===== src/rtl/decode_ctrl_pipe.sv =====
// decode_ctrl_pipe: RV32I decode-stage control unit with a registered D->E
// control bundle, valid/ready handshake, optional multi-cycle M-extension ops.
module decode_ctrl_pipe #(
    parameter bit          EN_M    = 1'b1,
    parameter int unsigned MUL_LAT = 2,
    parameter int unsigned DIV_LAT = 8
) (
    input  logic        clk,
    input  logic        reset,
    input  logic [31:0] instrD,
    input  logic        validD,
    input  logic        flushE,
    output logic        readyD,
    output logic [2:0]  ImmSrcD,
    output logic        RegWriteE,
    output logic        MemWriteE,
    output logic        BranchE,
    output logic        JumpE,
    output logic        ALUSrcE,
    output logic        SrcAsrcE,
    output logic        jumpRegE,
    output logic [1:0]  ResultSrcE,
    output logic [1:0]  ALUOpE,
    output logic        MulDivE,
    output logic [2:0]  mdOpE,
    output logic        illegalE,
    output logic        validE
);

    typedef struct packed {
        logic       reg_write;
        logic       mem_write;
        logic       branch;
        logic       jump;
        logic       alu_src;
        logic       src_a_src;
        logic       jump_reg;
        logic [1:0] result_src;
        logic [1:0] alu_op;
        logic       mul_div;
        logic [2:0] md_op;
        logic       illegal;
    } ctrl_t;

    typedef enum logic {
        IDLE = 1'b0,
        BUSY = 1'b1
    } state_t;

    localparam logic [3:0] MUL_CNT = 4'(MUL_LAT);
    localparam logic [3:0] DIV_CNT = 4'(DIV_LAT);

    logic [6:0] opcode;
    logic [2:0] funct3;
    logic [6:0] funct7;
    logic       unused;

    ctrl_t      dec;
    ctrl_t      e_q;
    logic [2:0] imm_src;

    state_t     state;
    state_t     state_n;
    logic [3:0] cnt;
    logic [3:0] cnt_n;
    logic       valid_q;
    logic       valid_n;
    logic       load;

    assign opcode = instrD[6:0];
    assign funct3 = instrD[14:12];
    assign funct7 = instrD[31:25];
    assign unused = ^{instrD[24:15], instrD[11:7]};

    // Opcode decode into the control bundle; unknown encodings flag illegal.
    always_comb begin
        dec     = '0;
        imm_src = 3'b000;
        unique case (opcode)
            7'b0000011: begin
                dec.reg_write  = 1'b1;
                dec.alu_src    = 1'b1;
                dec.result_src = 2'b01;
                dec.jump_reg   = 1'b1;
            end
            7'b0100011: begin
                imm_src        = 3'b001;
                dec.alu_src    = 1'b1;
                dec.mem_write  = 1'b1;
                dec.jump_reg   = 1'b1;
            end
            7'b0110011: begin
                unique case (funct7)
                    7'b0000000, 7'b0100000: begin
                        dec.reg_write = 1'b1;
                        dec.alu_op    = 2'b10;
                        dec.jump_reg  = 1'b1;
                    end
                    7'b0000001: begin
                        if (EN_M) begin
                            dec.reg_write = 1'b1;
                            dec.alu_op    = 2'b10;
                            dec.jump_reg  = 1'b1;
                            dec.mul_div   = 1'b1;
                            dec.md_op     = funct3;
                        end else begin
                            dec.illegal   = 1'b1;
                        end
                    end
                    default: dec.illegal = 1'b1;
                endcase
            end
            7'b0010011: begin
                dec.reg_write  = 1'b1;
                dec.alu_src    = 1'b1;
                dec.alu_op     = 2'b10;
                dec.jump_reg   = 1'b1;
            end
            7'b1100011: begin
                imm_src        = 3'b010;
                dec.branch     = 1'b1;
                dec.alu_op     = 2'b01;
                dec.jump_reg   = 1'b1;
            end
            7'b0110111: begin
                imm_src        = 3'b100;
                dec.reg_write  = 1'b1;
                dec.alu_src    = 1'b1;
                dec.result_src = 2'b11;
                dec.jump_reg   = 1'b1;
            end
            7'b0010111: begin
                imm_src        = 3'b100;
                dec.reg_write  = 1'b1;
                dec.alu_src    = 1'b1;
                dec.src_a_src  = 1'b1;
                dec.jump_reg   = 1'b1;
            end
            7'b1101111: begin
                imm_src        = 3'b011;
                dec.reg_write  = 1'b1;
                dec.result_src = 2'b10;
                dec.jump       = 1'b1;
                dec.src_a_src  = 1'b1;
                dec.jump_reg   = 1'b1;
            end
            7'b1100111: begin
                dec.reg_write  = 1'b1;
                dec.result_src = 2'b10;
                dec.jump       = 1'b1;
            end
            default: dec.illegal = 1'b1;
        endcase
    end

    assign readyD  = (state == IDLE);
    assign ImmSrcD = imm_src;

    // Next-state: flush wins, then accept in IDLE, then busy countdown.
    always_comb begin
        state_n = state;
        cnt_n   = cnt;
        valid_n = 1'b0;
        load    = 1'b0;
        if (flushE) begin
            state_n = IDLE;
            cnt_n   = 4'd0;
        end else begin
            unique case (state)
                IDLE: begin
                    if (validD) begin
                        load = 1'b1;
                        if (dec.mul_div) begin
                            cnt_n   = funct3[2] ? DIV_CNT : MUL_CNT;
                            state_n = BUSY;
                        end else begin
                            valid_n = 1'b1;
                        end
                    end
                end
                BUSY: begin
                    if (cnt == 4'd1) begin
                        valid_n = 1'b1;
                        cnt_n   = 4'd0;
                        state_n = IDLE;
                    end else begin
                        cnt_n   = cnt - 4'd1;
                    end
                end
                default: state_n = IDLE;
            endcase
        end
    end

    // State, busy counter and E-stage valid register.
    always_ff @(posedge clk or posedge reset) begin
        if (reset) begin
            state   <= IDLE;
            cnt     <= 4'd0;
            valid_q <= 1'b0;
        end else begin
            state   <= state_n;
            cnt     <= cnt_n;
            valid_q <= valid_n;
        end
    end

    // E-stage control bundle: loads on accept, flush clears M/illegal tags.
    always_ff @(posedge clk or posedge reset) begin
        if (reset) begin
            e_q <= '0;
        end else if (flushE) begin
            e_q.mul_div <= 1'b0;
            e_q.illegal <= 1'b0;
        end else if (load) begin
            e_q <= dec;
        end
    end

    assign validE     = valid_q;
    assign RegWriteE  = e_q.reg_write & valid_q;
    assign MemWriteE  = e_q.mem_write & valid_q;
    assign BranchE    = e_q.branch & valid_q;
    assign JumpE      = e_q.jump & valid_q;
    assign ALUSrcE    = e_q.alu_src;
    assign SrcAsrcE   = e_q.src_a_src;
    assign jumpRegE   = e_q.jump_reg;
    assign ResultSrcE = e_q.result_src;
    assign ALUOpE     = e_q.alu_op;
    assign MulDivE    = e_q.mul_div;
    assign mdOpE      = e_q.md_op;
    assign illegalE   = e_q.illegal;

endmodule


===== config.mk =====
export PLATFORM = sky130hd
export DESIGN_NAME = decode_ctrl_pipe
export DESIGN_NICKNAME = d
export VERILOG_FILES = /design/src/rtl/decode_ctrl_pipe.sv
export SDC_FILE = /design/constraint.sdc
export NUM_CORES = 1
export LEC_CHECK = 0
export CAP_MARGIN = 10
export CORE_ASPECT_RATIO = 0.8
export CORE_MARGIN = 3
export CORE_UTILIZATION = 37
export CTS_CLUSTER_DIAMETER = 120
export CTS_CLUSTER_SIZE = 30
export DETAILED_ROUTE_END_ITERATION = 10
export PLACE_DENSITY_LB_ADDON = 0.1
export SETUP_SLACK_MARGIN = 0.5
export SYNTH_ARGS = -nofsm -noshare
export SYNTH_HDL_FRONTEND = slang
export SYNTH_SLANG_ARGS = --single-unit

===== constraint.sdc =====
create_clock -name clk -period 1.4 [get_ports clk]
set_input_delay 0.14 -clock clk [delete_from_list [all_inputs] [get_ports clk]]
set_output_delay 0.14 -clock clk [all_outputs]
set_load 0.02 [all_outputs]

Yosys cells after proc, flatten, opt, wreduce, memory -nomap -nowiden:

Cells that the tools add are included.

* flip-flop bits (word level): 22
* bits in latches: 0
* RAM bits: 0
* bits in read-only memories: 0
* output and inout bits: 21
* logic and storage cells: 86
* memories kept: 0

* add/sub/neg operators: 1
* multipliers: 0
* div/mod/pow operators: 0
* magnitude comparators: 0
* equality and inequality tests: 14
* shift-type cells: 0
* multiplexer cells: 38
* bitwise logic cells: 6
* reduce and logical (&&, ||, !) cells: 12

Operator list (count)
* $eq 7x6->1 const B: 4
* $mux 4: 7
* $eq 7x7->1 const B: 3
* $mux 1: 20
* $eq 7x5->1 const B: 2
* $pmux 2 s3: 2
* $pmux 3 s4: 1
* $pmux 1 s2: 5
* $pmux 4 s2: 1
* $reduce_or 8->1: 1
* $eq 7x1->1 const B: 1
* $eq 7x2->1 const B: 1
* $logic_not 7->1: 1
* $reduce_or 7->1: 1
* $reduce_or 2->1: 3
* $reduce_or 6->1: 1
* $mux 5: 1
* $reduce_or 5->1: 1
* $and 1x1->1: 4
* $eq 4x1->1 const B: 1
* $reduce_and 2->1: 2
* $sub 4x1->4 const B: 1
* $ne 3x2->1 const B: 1
* $ne 3x3->1 const B: 1
* other kinds (4): 5

Longest topological paths before layout:

Gate-level depths: netlist of run 1.

* depth after elaboration: 7
* mapped depth: 6

Least setup slack after synthesis of run 1:

OpenSTA, ideal clock, no wires.

* kind: input to output
* start point: input port instrD[2]
* end point: output port ImmSrcD[0]
* data arrival time: 1.286 ns
* data required time: 1.260 ns
* slack: -0.026 ns
* cell stages on the path: 3
* cells stage by stage: nand2b_1 or4_4 o21ai_0

* word-level cells in the longest chain between the ends: 3
* elaborated cells on any way between the ends: 7

Ends and longest elaborated chain
* start, declared: RTL line 10 `input logic [31:0] instrD,`
* $eq 7x5->1 / $eq 7x6->1 (equally long branches): RTL line 79 `unique case (opcode)`
* $reduce_or 2->1 (no line)
* $pmux 3 s4 (*): RTL line 79
* end, declared: RTL line 14 `output logic [2:0] ImmSrcD,`

Every way passes the cells marked *; elsewhere a longest branch is shown, timed or not.

Worst setup path in the final report of run 1:

* start point: register state
* end point: register e_q, in the netlist SrcAsrcE

* word-level cells in the longest chain between the ends: 3

Ends and longest elaborated chain
* start, declared: RTL line 62 `state_t state;`
* start signal, assigned: RTL line 202 `state <= state_n;`
* $mux 1: RTL line 169 `unique case (state)`
* $mux 1: RTL line 165 `if (flushE) begin`
* $reduce_and 2->1 (no line)
* end, declared: RTL line 59 `ctrl_t e_q;`

No other way between the ends.
A chain may end at the register's enable or synchronous reset.

==> results of run 1 <==
==> worst min-delay path by stage <==
stage	endpoint	depth (start not counted)	slack [ns]
6_report	mdOpE[2]	3	0.20
5_1_grt	mdOpE[0]	3	0.23
4_1_cts	cnt[0]	3	0.21
3_5_place_dp	ALUOpE[1]	1	0.47
3_3_place_gp	e_q[12]	2	0.46
2_1_floorplan	ALUOpE[1]	1	0.12
==> state kept, by name (all words and copies together), names as in the netlist, 2 cells and up <==
signal      cells
cnt             4
e_q             4
mdOpE           3
ResultSrcE      2
==> cells by family (layout without fill, tap and decap cells) <==
| family | Yosys count | in the layout | share of synthesized area, % |
|---|---|---|---|
| adders and majority gates | 2 | 2 | 2.01 |
| xor gates and xnor gates | 1 | 1 | 0.704 |
| AOI/OAI and AO/OA | 27 | 27 | 15.2 |
| buffers and inverters | 14 | 101 | 6.54 |
| DFF | 21 | 21 | 42.3 |
| muxes | 1 | 1 | 0.805 |
| and+or+nand+nor | 66 | 66 | 32.5 |
==> placed cells by master (no fill, tap or decap), types with 3 or more instances in the layout <==
master	netlist	routed
a21o_1	3	3
a21oi_1	7	4
a21oi_2	0	3
a22o_1	4	4
and2_4	0	3
and3_1	4	3
buf_2	2	3
buf_4	7	35
buf_6	0	38
clkbuf_8	0	3
clkdlybuf4s50_1	0	5
dfrtp_1	21	19
dlygate4sd2_1	0	6
nand2_1	18	9
nand2_2	0	8
nand2b_1	4	3
nor2_1	10	7
nor3_4	0	3
==> layer usage <==
metal / part of all wire (%) / global-route usage [%] / up-vias
met5: 0 / 0 / -
met4: 0.90 / 2.14 / 0
met3: 3.9 / 3.81 / 4
met2: 52 / 33.7 / 43
met1: 43 / 26.0 / 643
li1: - / - / 647
==> where the power goes <==
part | total (mW) | internal (mW) | switching (mW)
clock | 0.413 | 0.199 | 0.215
combinational | 0.381 | 0.206 | 0.175
sequential | 0.641 | 0.624 | 0.0174
==> worst max-delay path, stage by stage (launching register included) <==
cell and delay [ns]:
dfrtp_2 0.46, buf_6 0.15, nor3b_4 0.24, buf_6 0.18, nor2_4 0.03, a31oi_1 0.16
==> metrics by stage <==
step                total power, mW  hold WS (ns)  util (%)
finish                         1.44         0.203      77.3
CTS                            1.36         0.208      69.3
detailed placement            0.919         0.467      60.6
global route                   1.50         0.231      77.3
floorplan                     0.750         0.117         -
global placement              0.915         0.455      60.6
==> area by class of cell <==
cell class,count,area share (%)
Clock inverter,1,0.205
Tap cell,40,2.05
Sequential cell,21,21.7
Inverter,4,0.924
Multi-Input combinational cell,97,36.6
Clock buffer,3,1.69
Timing Repair Buffer,93,36.8
==> synthesized netlist by cell type, types with 2 or more instances <==
cell type and instances:
dfrtp_1 21, nand2_1 18, nor2_1 10, a21oi_1 7, buf_4 7, nor3_1 5, o21ai_0 5, a22o_1 4
and2_1 4, and3_1 4, nand2b_1 4, a21o_1 3, inv_1 3, nand3_1 3, or3_1 3, buf_2 2
ha_1 2, nor3b_1 2, nor4b_1 2, o31ai_1 2
==> what timing repair did <==
action                                  4_1_cts  5_1_grt
buffers inserted                             16       10
resized for setup                           183       46
endpoints found under the setup margin       42       42
pin swaps                                    24       24
gates cloned                                  0        1
==> impl_metrics.json, run 1 <==
{
  "period_share_pct": 94.3,
  "outcome": "complete, no violations",
  "post_detailed_routing_wire_length_um": 4310,
  "timing_hold_violations_final": 0,
  "rows": 18,
  "setup.worst_path.end_class": "flop",
  "ys_seq_elements": 21,
  "yosys.area.top_type": "dfrtp_1",
  "largest_net_degree_at_the_start_of_global_routing": 22,
  "path_clk_slew_ns": 0.09,
  "synth_edf_count": 0,
  "synth_cells": 132,
  "cap_violations": 0,
  "drt_iter0_markers": 112,
  "detailroute.via_count": 1337,
  "cts_num_sinks": 21,
  "viasPerCell": 5.16,
  "worst_setup_path_start_kind": "flop",
  "setup_viol_count_final": 0,
  "worst_ep_arrival_time_ns": 1.50,
  "hold_fix_buffers_at_cts": 0,
  "design.die.area_mm2": 0.00410,
  "fin_tns_setup_ns": 0,
  "overflow": 0,
  "drc_errors": 0,
  "antenna_violations_before_repair": 0,
  "place.detailed.instances": 228,
  "wire_per_inst_um": 16.7,
  "cts_tree": "yes",
  "cts-htree-levels": 1,
  "unrepaired_setup_endpoints_after_global_routing": "true",
  "timing.clock.skew_ns": 0.00799,
  "first_pass_iters": 4,
  "insertion_delay_ns": 0.27,
  "fmax_mhz": 757,
  "most_area_consuming_cells_after_synthesis": "dfrtp_1 42%, nand2_1 5.4%, buf_4 4.2%, nor2_1 3.0%, a21oi_1 2.8%",
  "min-delay-path-class": "input port to async pin",
  "worst_slew_pin_slew_ns": 0.347,
  "period_minus_slack_ns": 1.32,
  "max-vdd-ir-drop_v": 0.000565,
  "ff2ff_setup_slack_ns": 0.08,
  "first_global_vias": 1369,
  "die_y_um": 57.9,
  "area_growth_syn_to_layout_pct": 96.1,
  "portBuffers": 41,
  "synth.yosys.warnings": 0,
  "yosysTopAreaCellShare_pct": 42.3,
  "sequential_cell_area_um2": 528,
  "io_pins": 57,
  "floorplan.initialDensity_pct": 39.4,
  "crit-reg2reg-capture": "SrcAsrcE",
  "crit_path_kind": "flop to flop",
  "slew_headroom_pct": 76.7,
  "power_density_mw_per_mm2": 588,
  "cp-startpoint": "state",
  "post_synth_instance_area_mm2": 0.00124,
  "cts.path.max_buffers": 2,
  "post_synth_num_cell_types": 41,
  "grt_pass1_wl_um": 6350,
  "final.setup.worst_slack_ns": 0.0791,
  "gp_congestion": 0.825,
  "required_ns": 1.58,
  "postSynthNetCount": 170,
  "num_antenna_cells": 0,
  "source_of_the_worst_register_to_register_timing_path": "state",
  "path_max_fanout": 7,
  "ys_seq_area_share_pct": 42.3,
  "worst_r2r_path_depth": 5,
  "core-area_mm2": 0.00315,
  "total_leakage_power_nw": 1.15,
  "layout.nets": 258,
  "cts_buffers": 3,
  "hpwlAfterDp_um": 2610,
  "slew_violations": 0,
  "final_layout_size_suffix_gt1_share_pct": 62.1,
  "placement.cell_area_mm2": 0.00191,
  "fillers": 187,
  "clk_root_buffer_cell": "clkbuf_8",
  "postSynth.asyncResetShare_pct": 100,
  "die_x_um": 70.8,
  "preCtsSetupSlack_ns": -0.689,
  "grt_util_overall_pct": 19.3,
  "postLayoutCellArea_mm2": 0.00244,
  "timing.critical_path.to": "SrcAsrcE",
  "synth_top_flop_cell": "dfrtp_1",
  "post_layout_nonfiller_instances": 259,
  "avgSynthCellArea_um2": 9.42,
  "multi_input_comb_area_um2": 893,
  "antenna_violating_nets_left": 0
}
Power figures use the tool's default switching activity.
==> run 2: changes to the inputs <==
Settings changed: ABC_AREA from default to 1, ABC_CLOCK_PERIOD_IN_PS from default to 1400, CORE_UTILIZATION 37 to 39.
==> impl_metrics.json, run 2 <==
{
  "outcome": "complete, no violations",
  "cp.depth": 6,
  "core-area_mm2": 0.00329,
  "timing.critical_path.to": "mdOpE[1]",
  "yosysTopAreaCellShare_pct": 37.1,
  "worst_slew_pin_slew_ns": 0.269,
  "crit-reg2reg-capture": "mdOpE[1]",
  "num_antenna_cells": 0,
  "largest_net_degree_at_the_start_of_global_routing": 22,
  "setup_viol_count_final": 0,
  "fin_util_pct": 77.1,
  "min-delay-path-class": "input port to async pin",
  "clk_root_buffer_cell": "clkbuf_8",
  "ys_seq_elements": 21,
  "fillers": 240,
  "yosys.area.top_type": "dfrtp_1",
  "overflow": 0,
  "fin_tns_setup_ns": 0,
  "timing.critical_path.slowest_cell_delay_ns": 0.42,
  "gp_congestion": 0.903,
  "fmax_mhz": 831,
  "cp-startpoint": "state",
  "total_power_mw": 1.39,
  "path_max_fanout": 4,
  "worst_r2r_path_depth": 6,
  "synth-compound-area-share_pct": 5.91,
  "cts-htree-levels": 1,
  "critical_path.slowest_cell": "dfrtp_1",
  "antenna_violations_before_repair": 0,
  "crit_path_kind": "flop to flop",
  "grt_util_overall_pct": 18.1,
  "postSynth.asyncResetShare_pct": 100,
  "synth_xor_xnor_area_share_pct": 0.618,
  "slew_headroom_pct": 82.0,
  "detailroute.via_count": 1525,
  "avgSynthCellArea_um2": 7.05,
  "synth_top_family_by_area": "simple AND/OR/NAND/NOR gates",
  "synth_simple_gate_area_share_pct": 40.4,
  "insertion_delay_ns": 0.26,
  "max-vdd-ir-drop_v": 0.000361,
  "timing_hold_violations_final": 0,
  "drc_errors": 0,
  "setup.worst_path.end_class": "flop",
  "unrepaired_setup_endpoints_after_global_routing": "true",
  "viasPerCell": 4.71,
  "timing.clock.skew_ns": 0.00360,
  "ys_seq_area_share_pct": 37.1,
  "synth_top_flop_cell": "dfrtp_1",
  "yosysMostFrequentCell": "nand2_1",
  "period_minus_slack_ns": 1.20,
  "synth.cells.most_frequent": "69 x nand2_1, 28 x inv_1, 21 x dfrtp_1, 20 x nor2_1, 14 x nand3_1",
  "cts_buffers": 3,
  "cts_num_sinks": 21,
  "most-common-layout-cells": "51 x nand2_1, 38 x buf_4, 33 x buf_6",
  "hpwlAfterDp_um": 2670,
  "synthAdderAreaFrac_pct": 1.77,
  "cts.path.max_buffers": 2,
  "rows": 18,
  "design.die.area_mm2": 0.00440,
  "cp_cell_sequence": "inv_4 > nand2_4 > nor2_4 > buf_6 > nand3_4 > o21ai_2",
  "hold_fix_buffers_at_cts": 0,
  "post_synth_num_cell_types": 27,
  "hold-worst-slack_ns": 0.213,
  "first_pass_iters": 4,
  "die_x_um": 73.4,
  "slew_violations": 0,
  "wire_per_inst_um": 12.0,
  "final_layout_size_suffix_gt1_share_pct": 51.8,
  "postSynthNetCount": 239,
  "source_of_the_worst_register_to_register_timing_path": "state",
  "layout.nets": 323,
  "required_ns": 1.59,
  "cap_violations": 0,
  "cts_tree": "yes",
  "cp.buffers_inverters": 2,
  "ff2ff_setup_slack_ns": 0.20,
  "post_synth_instance_area_mm2": 0.00142,
  "most_area_consuming_cells_after_synthesis": "dfrtp_1 37%, nand2_1 18%, inv_1 7.4%, nor2_1 5.3%, nand3_1 4.9%",
  "area_growth_syn_to_layout_pct": 78.8,
  "antenna_violating_nets_left": 0,
  "layout.cells.most_common": "nand2_1",
  "synth_cells": 201,
  "floorplan.initialDensity_pct": 43.1,
  "grt_pass1_wl_um": 6150,
  "power_density_mw_per_mm2": 550,
  "post_detailed_routing_wire_length_um": 3890,
  "io_pins": 57,
  "drt_iter0_markers": 54,
  "worst_ep_arrival_time_ns": 1.39,
  "synth.area.mux_share_pct": 0,
  "path_clk_slew_ns": 0.08,
  "synth_edf_count": 0,
  "die_y_um": 59.9,
  "first_global_vias": 1388,
  "worst_setup_path_start_kind": "flop",
  "total_leakage_power_nw": 1.33,
  "period_share_pct": 85.9,
  "portBuffers": 41,
  "synth.yosys.warnings": 0,
  "critical_path.top_delay_family": "flip-flops"
}
[run 2: cell count changes in the layout (fill, tap and decap cells not counted), moves of 5 or more]
cell,delta
buf_6,-5
inv_1,+16
inv_2,+9
nand2_1,+42
nand2_2,+8
nand3_1,+6
nor2_4,+10
[run 2: cells by family (layout without fill, tap and decap cells)]
family / count (synthesis) / count (layout)
buffers and inverters: 42 / 125
flip-flops: 21 / 21
XOR/XNOR: 1 / 1
AO/OA/AOI/OAI: 13 / 13
AND/OR/NAND/NOR: 122 / 122
adder cells (fa/ha/maj): 2 / 2
[run 2: routing by layer]
layer  vias up  global-route usage, %  share of wire, %
met5         -                      0                 0
met4         0                   4.39               1.1
met3         4                   4.20               5.8
met2        49                   29.0                47
met1       692                   24.7                46
li1        780                      -                 -
[run 2: power breakdown]
part / internal, mW / switching, mW
combinational: 0.183 / 0.178
sequential: 0.626 / 0.0166
clock: 0.198 / 0.193
[run 2: how the worst min path moves through the flow]
stage	cells past startpoint	end	from	slack [ns]
global placement	2	ResultSrcE[0]	ResultSrcE[0]	0.45
CTS	3	cnt[0]	reset	0.23
global route	3	mdOpE[2]	reset	0.24
floorplan	1	ALUOpE[1]	reset	0.12
finish	3	cnt[3]	reset	0.21
detailed placement	2	e_q[15]	e_q[15]	0.46
[run 2: worst reg2reg max path, stage by stage (launching register included)]
cell and delay, ns:
dfrtp_1 0.42, inv_4 0.09, nand2_4 0.06, nor2_4 0.20, buf_6 0.14, nand3_4 0.11
o21ai_2 0.12
[run 2: per-stage QoR]
step	instance area, µm²	instances	setup slack, ns
2_1_floorplan	1460	201	0.203
3_3_place_gp	2060	300	-0.434
3_5_place_dp	2060	300	-0.446
4_1_cts	2310	317	0.211
5_1_grt	2530	324	0.139
6_report	2530	324	0.197
[run 2: what timing repair did]
action | 4_1_cts | 5_1_grt
cloned | 0 | 0
gates resized for setup | 200 | 51
endpoints found under the setup margin | 42 | 42
pin swaps | 24 | 26
buffers inserted | 13 | 7
[run 2: cell type report]
| cell class | count | area [µm²] | share of cell area, % |
|---|---|---|---|
| clock inverter | 1 | 5.00 | 0.197 |
| inverter | 33 | 149 | 5.87 |
| tap | 40 | 50.0 | 1.97 |
| multi-input combinational | 138 | 916 | 36.1 |
| sequential | 21 | 527 | 20.8 |
| clock buffer | 3 | 41.3 | 1.63 |
| timing repair buffer | 88 | 847 | 33.4 |
==> run 3: changes to the inputs <==
Settings changed: CORE_MARGIN 3 to default, REMOVE_ABC_BUFFERS from default to 1.
==> impl_metrics.json, run 3 (synthesized netlist as in run 2, its figures left out) <==
{
  "worst_slew_pin_slew_ns": 0.268,
  "min-delay-path-class": "input port to async pin",
  "required_ns": 1.59,
  "clk_root_buffer_cell": "clkbuf_8",
  "insertion_delay_ns": 0.26,
  "first_pass_iters": 4,
  "clock_power_share_pct": 29.0,
  "cell_internal_pwr_mw": 0.993,
  "largest_net_degree_at_the_start_of_global_routing": 22,
  "power_density_mw_per_mm2": 564,
  "area_growth_syn_to_layout_pct": 73.3,
  "total_power_mw": 1.39,
  "rows": 19,
  "swShare_pct": 28.3,
  "die_y_um": 55.9,
  "most-common-layout-cells": "55 x nand2_1, 39 x buf_4, 27 x buf_6",
  "slew_violations": 0,
  "first_global_vias": 1441,
  "cts.path.max_buffers": 2,
  "share_comb_of_total_power_pct": 24.7,
  "die_x_um": 69.4,
  "antenna_violating_nets_left": 0,
  "overflow": 0,
  "timing.clock.skew_ns": 0.00336,
  "num_antenna_cells": 0,
  "crit_path_kind": "flop to flop",
  "slew_headroom_pct": 82.1,
  "period_minus_slack_ns": 1.16,
  "layout.nets": 319,
  "max-vdd-ir-drop_v": 0.000491,
  "post_detailed_routing_wire_length_um": 3800,
  "design.die.area_mm2": 0.00388,
  "seq_power_share_pct": 46.3,
  "floorplan.initialDensity_pct": 41.1,
  "detailroute.via_count": 1478,
  "drt_iter0_markers": 50,
  "critical_path.slowest_cell": "dfrtp_1",
  "outcome": "complete, no violations",
  "cap_violations": 0,
  "timing_hold_violations_final": 0,
  "fin_tns_setup_ns": 0,
  "fmax_mhz": 862,
  "cp_cell_sequence": "inv_4 > nand2_4 > nor2_4 > buf_6 > nand3_4 > o21ai_2",
  "layout.cells.most_common": "nand2_1",
  "io_pins": 57,
  "postLayoutCellArea_mm2": 0.00246,
  "fin_util_pct": 71.3,
  "drc_errors": 0,
  "gp_congestion": 0.830,
  "preCtsSetupSlack_ns": -0.462,
  "cts-htree-levels": 1,
  "hold_fix_buffers_at_cts": 0,
  "worst_ep_arrival_time_ns": 1.35,
  "crit-reg2reg-capture": "mdOpE[0]",
  "source_of_the_worst_register_to_register_timing_path": "state",
  "cp.buffers_inverters": 2,
  "antenna_violations_before_repair": 0,
  "grt_util_overall_pct": 20.2,
  "worst_r2r_path_depth": 6,
  "final_layout_size_suffix_gt1_share_pct": 47.9,
  "cts_num_sinks": 21,
  "timing.critical_path.slowest_cell_delay_ns": 0.41,
  "worst_setup_path_start_kind": "flop",
  "unrepaired_setup_endpoints_after_global_routing": "true",
  "path_clk_slew_ns": 0.08,
  "wire_per_inst_um": 11.8,
  "cts_tree": "yes",
  "final.setup.worst_slack_ns": 0.240,
  "core-area_mm2": 0.00345,
  "portBuffers": 41,
  "total_leakage_power_nw": 1.31,
  "path_max_fanout": 5,
  "grt_pass1_wl_um": 6230,
  "placement.cell_area_mm2": 0.00198,
  "setup.worst_path.end_class": "flop",
  "critical_path.top_delay_family": "flip-flops",
  "setup_viol_count_final": 0,
  "ff2ff_setup_slack_ns": 0.24,
  "net_switching_power_mw": 0.392,
  "period_share_pct": 82.9,
  "viasPerCell": 4.59,
  "cts_buffers": 3,
  "hpwlAfterDp_um": 2530
}
==> run 3: cell types whose count changed in the layout (fill, tap and decap cells not counted), sizes merged <==
cell           previous run  this run
buf                      75        71
clkdlybuf4s50             5         6
dlygate4sd2               8         7
==> run 3: repair_timing <==
item / CTS / global route
endpoints found under the setup margin: 42 / 42
gates resized for setup: 215 / 28
pin swaps: 43 / 16
setup buffers: 17 / 3
==> run 3: layer usage <==
metal	up-vias	part of all wire (%)	GRT usage, %
li1	765	-	-
met1	668	49	27.1
met2	39	46	32.2
met3	6	4.0	5.07
met4	0	1.1	6.12
met5	-	0	0
==> run 3: how the worst max path moves through the flow <==
stage | start | depth (start not counted) | endpoint | slack, ns
final | state | 6 | mdOpE[0] | 0.24
after global routing | state | 7 | ALUSrcE | 0.17
after CTS | state | 7 | ALUSrcE | 0.23
after detailed placement | instrD[5] | 8 | ImmSrcD[0] | -0.46
after global placement | instrD[4] | 7 | ImmSrcD[1] | -0.45
after floorplan | state | 6 | ResultSrcE[1] | 0.08
==> run 3: cell type report <==
class | count | area [µm²]
clock inverters | 1 | 5.00
flip-flops and latches | 21 | 526
multi-input cells | 138 | 881
repair buffers | 84 | 803
clock buffers | 3 | 41.3
well taps | 42 | 52.6
inverters | 33 | 149
fillers | 281 | 990
==> run 3: worst register-to-register path: stages (launching register included) <==
cell,delay (ns)
dfrtp_1,0.41
inv_4,0.09
nand2_4,0.06
nor2_4,0.14
buf_6,0.15
nand3_4,0.11
o21ai_2,0.13
==> run 3: through the flow <==
step	hold WS, ns	cells
global route	0.240	322
finish	0.205	322
floorplan	0.117	192
detailed placement	0.460	298
CTS	0.215	319
global placement	0.456	298
==> run 3: power groups by stage <==
stage	Sequential, mW	Clock (mW)	Combinational (mW)
final	0.641	0.402	0.342
after floorplan	0.669	0	0.0978
after global placement	0.650	0	0.274
after detailed placement	0.649	0	0.274
after global routing	0.644	0.434	0.369
after CTS	0.641	0.413	0.307
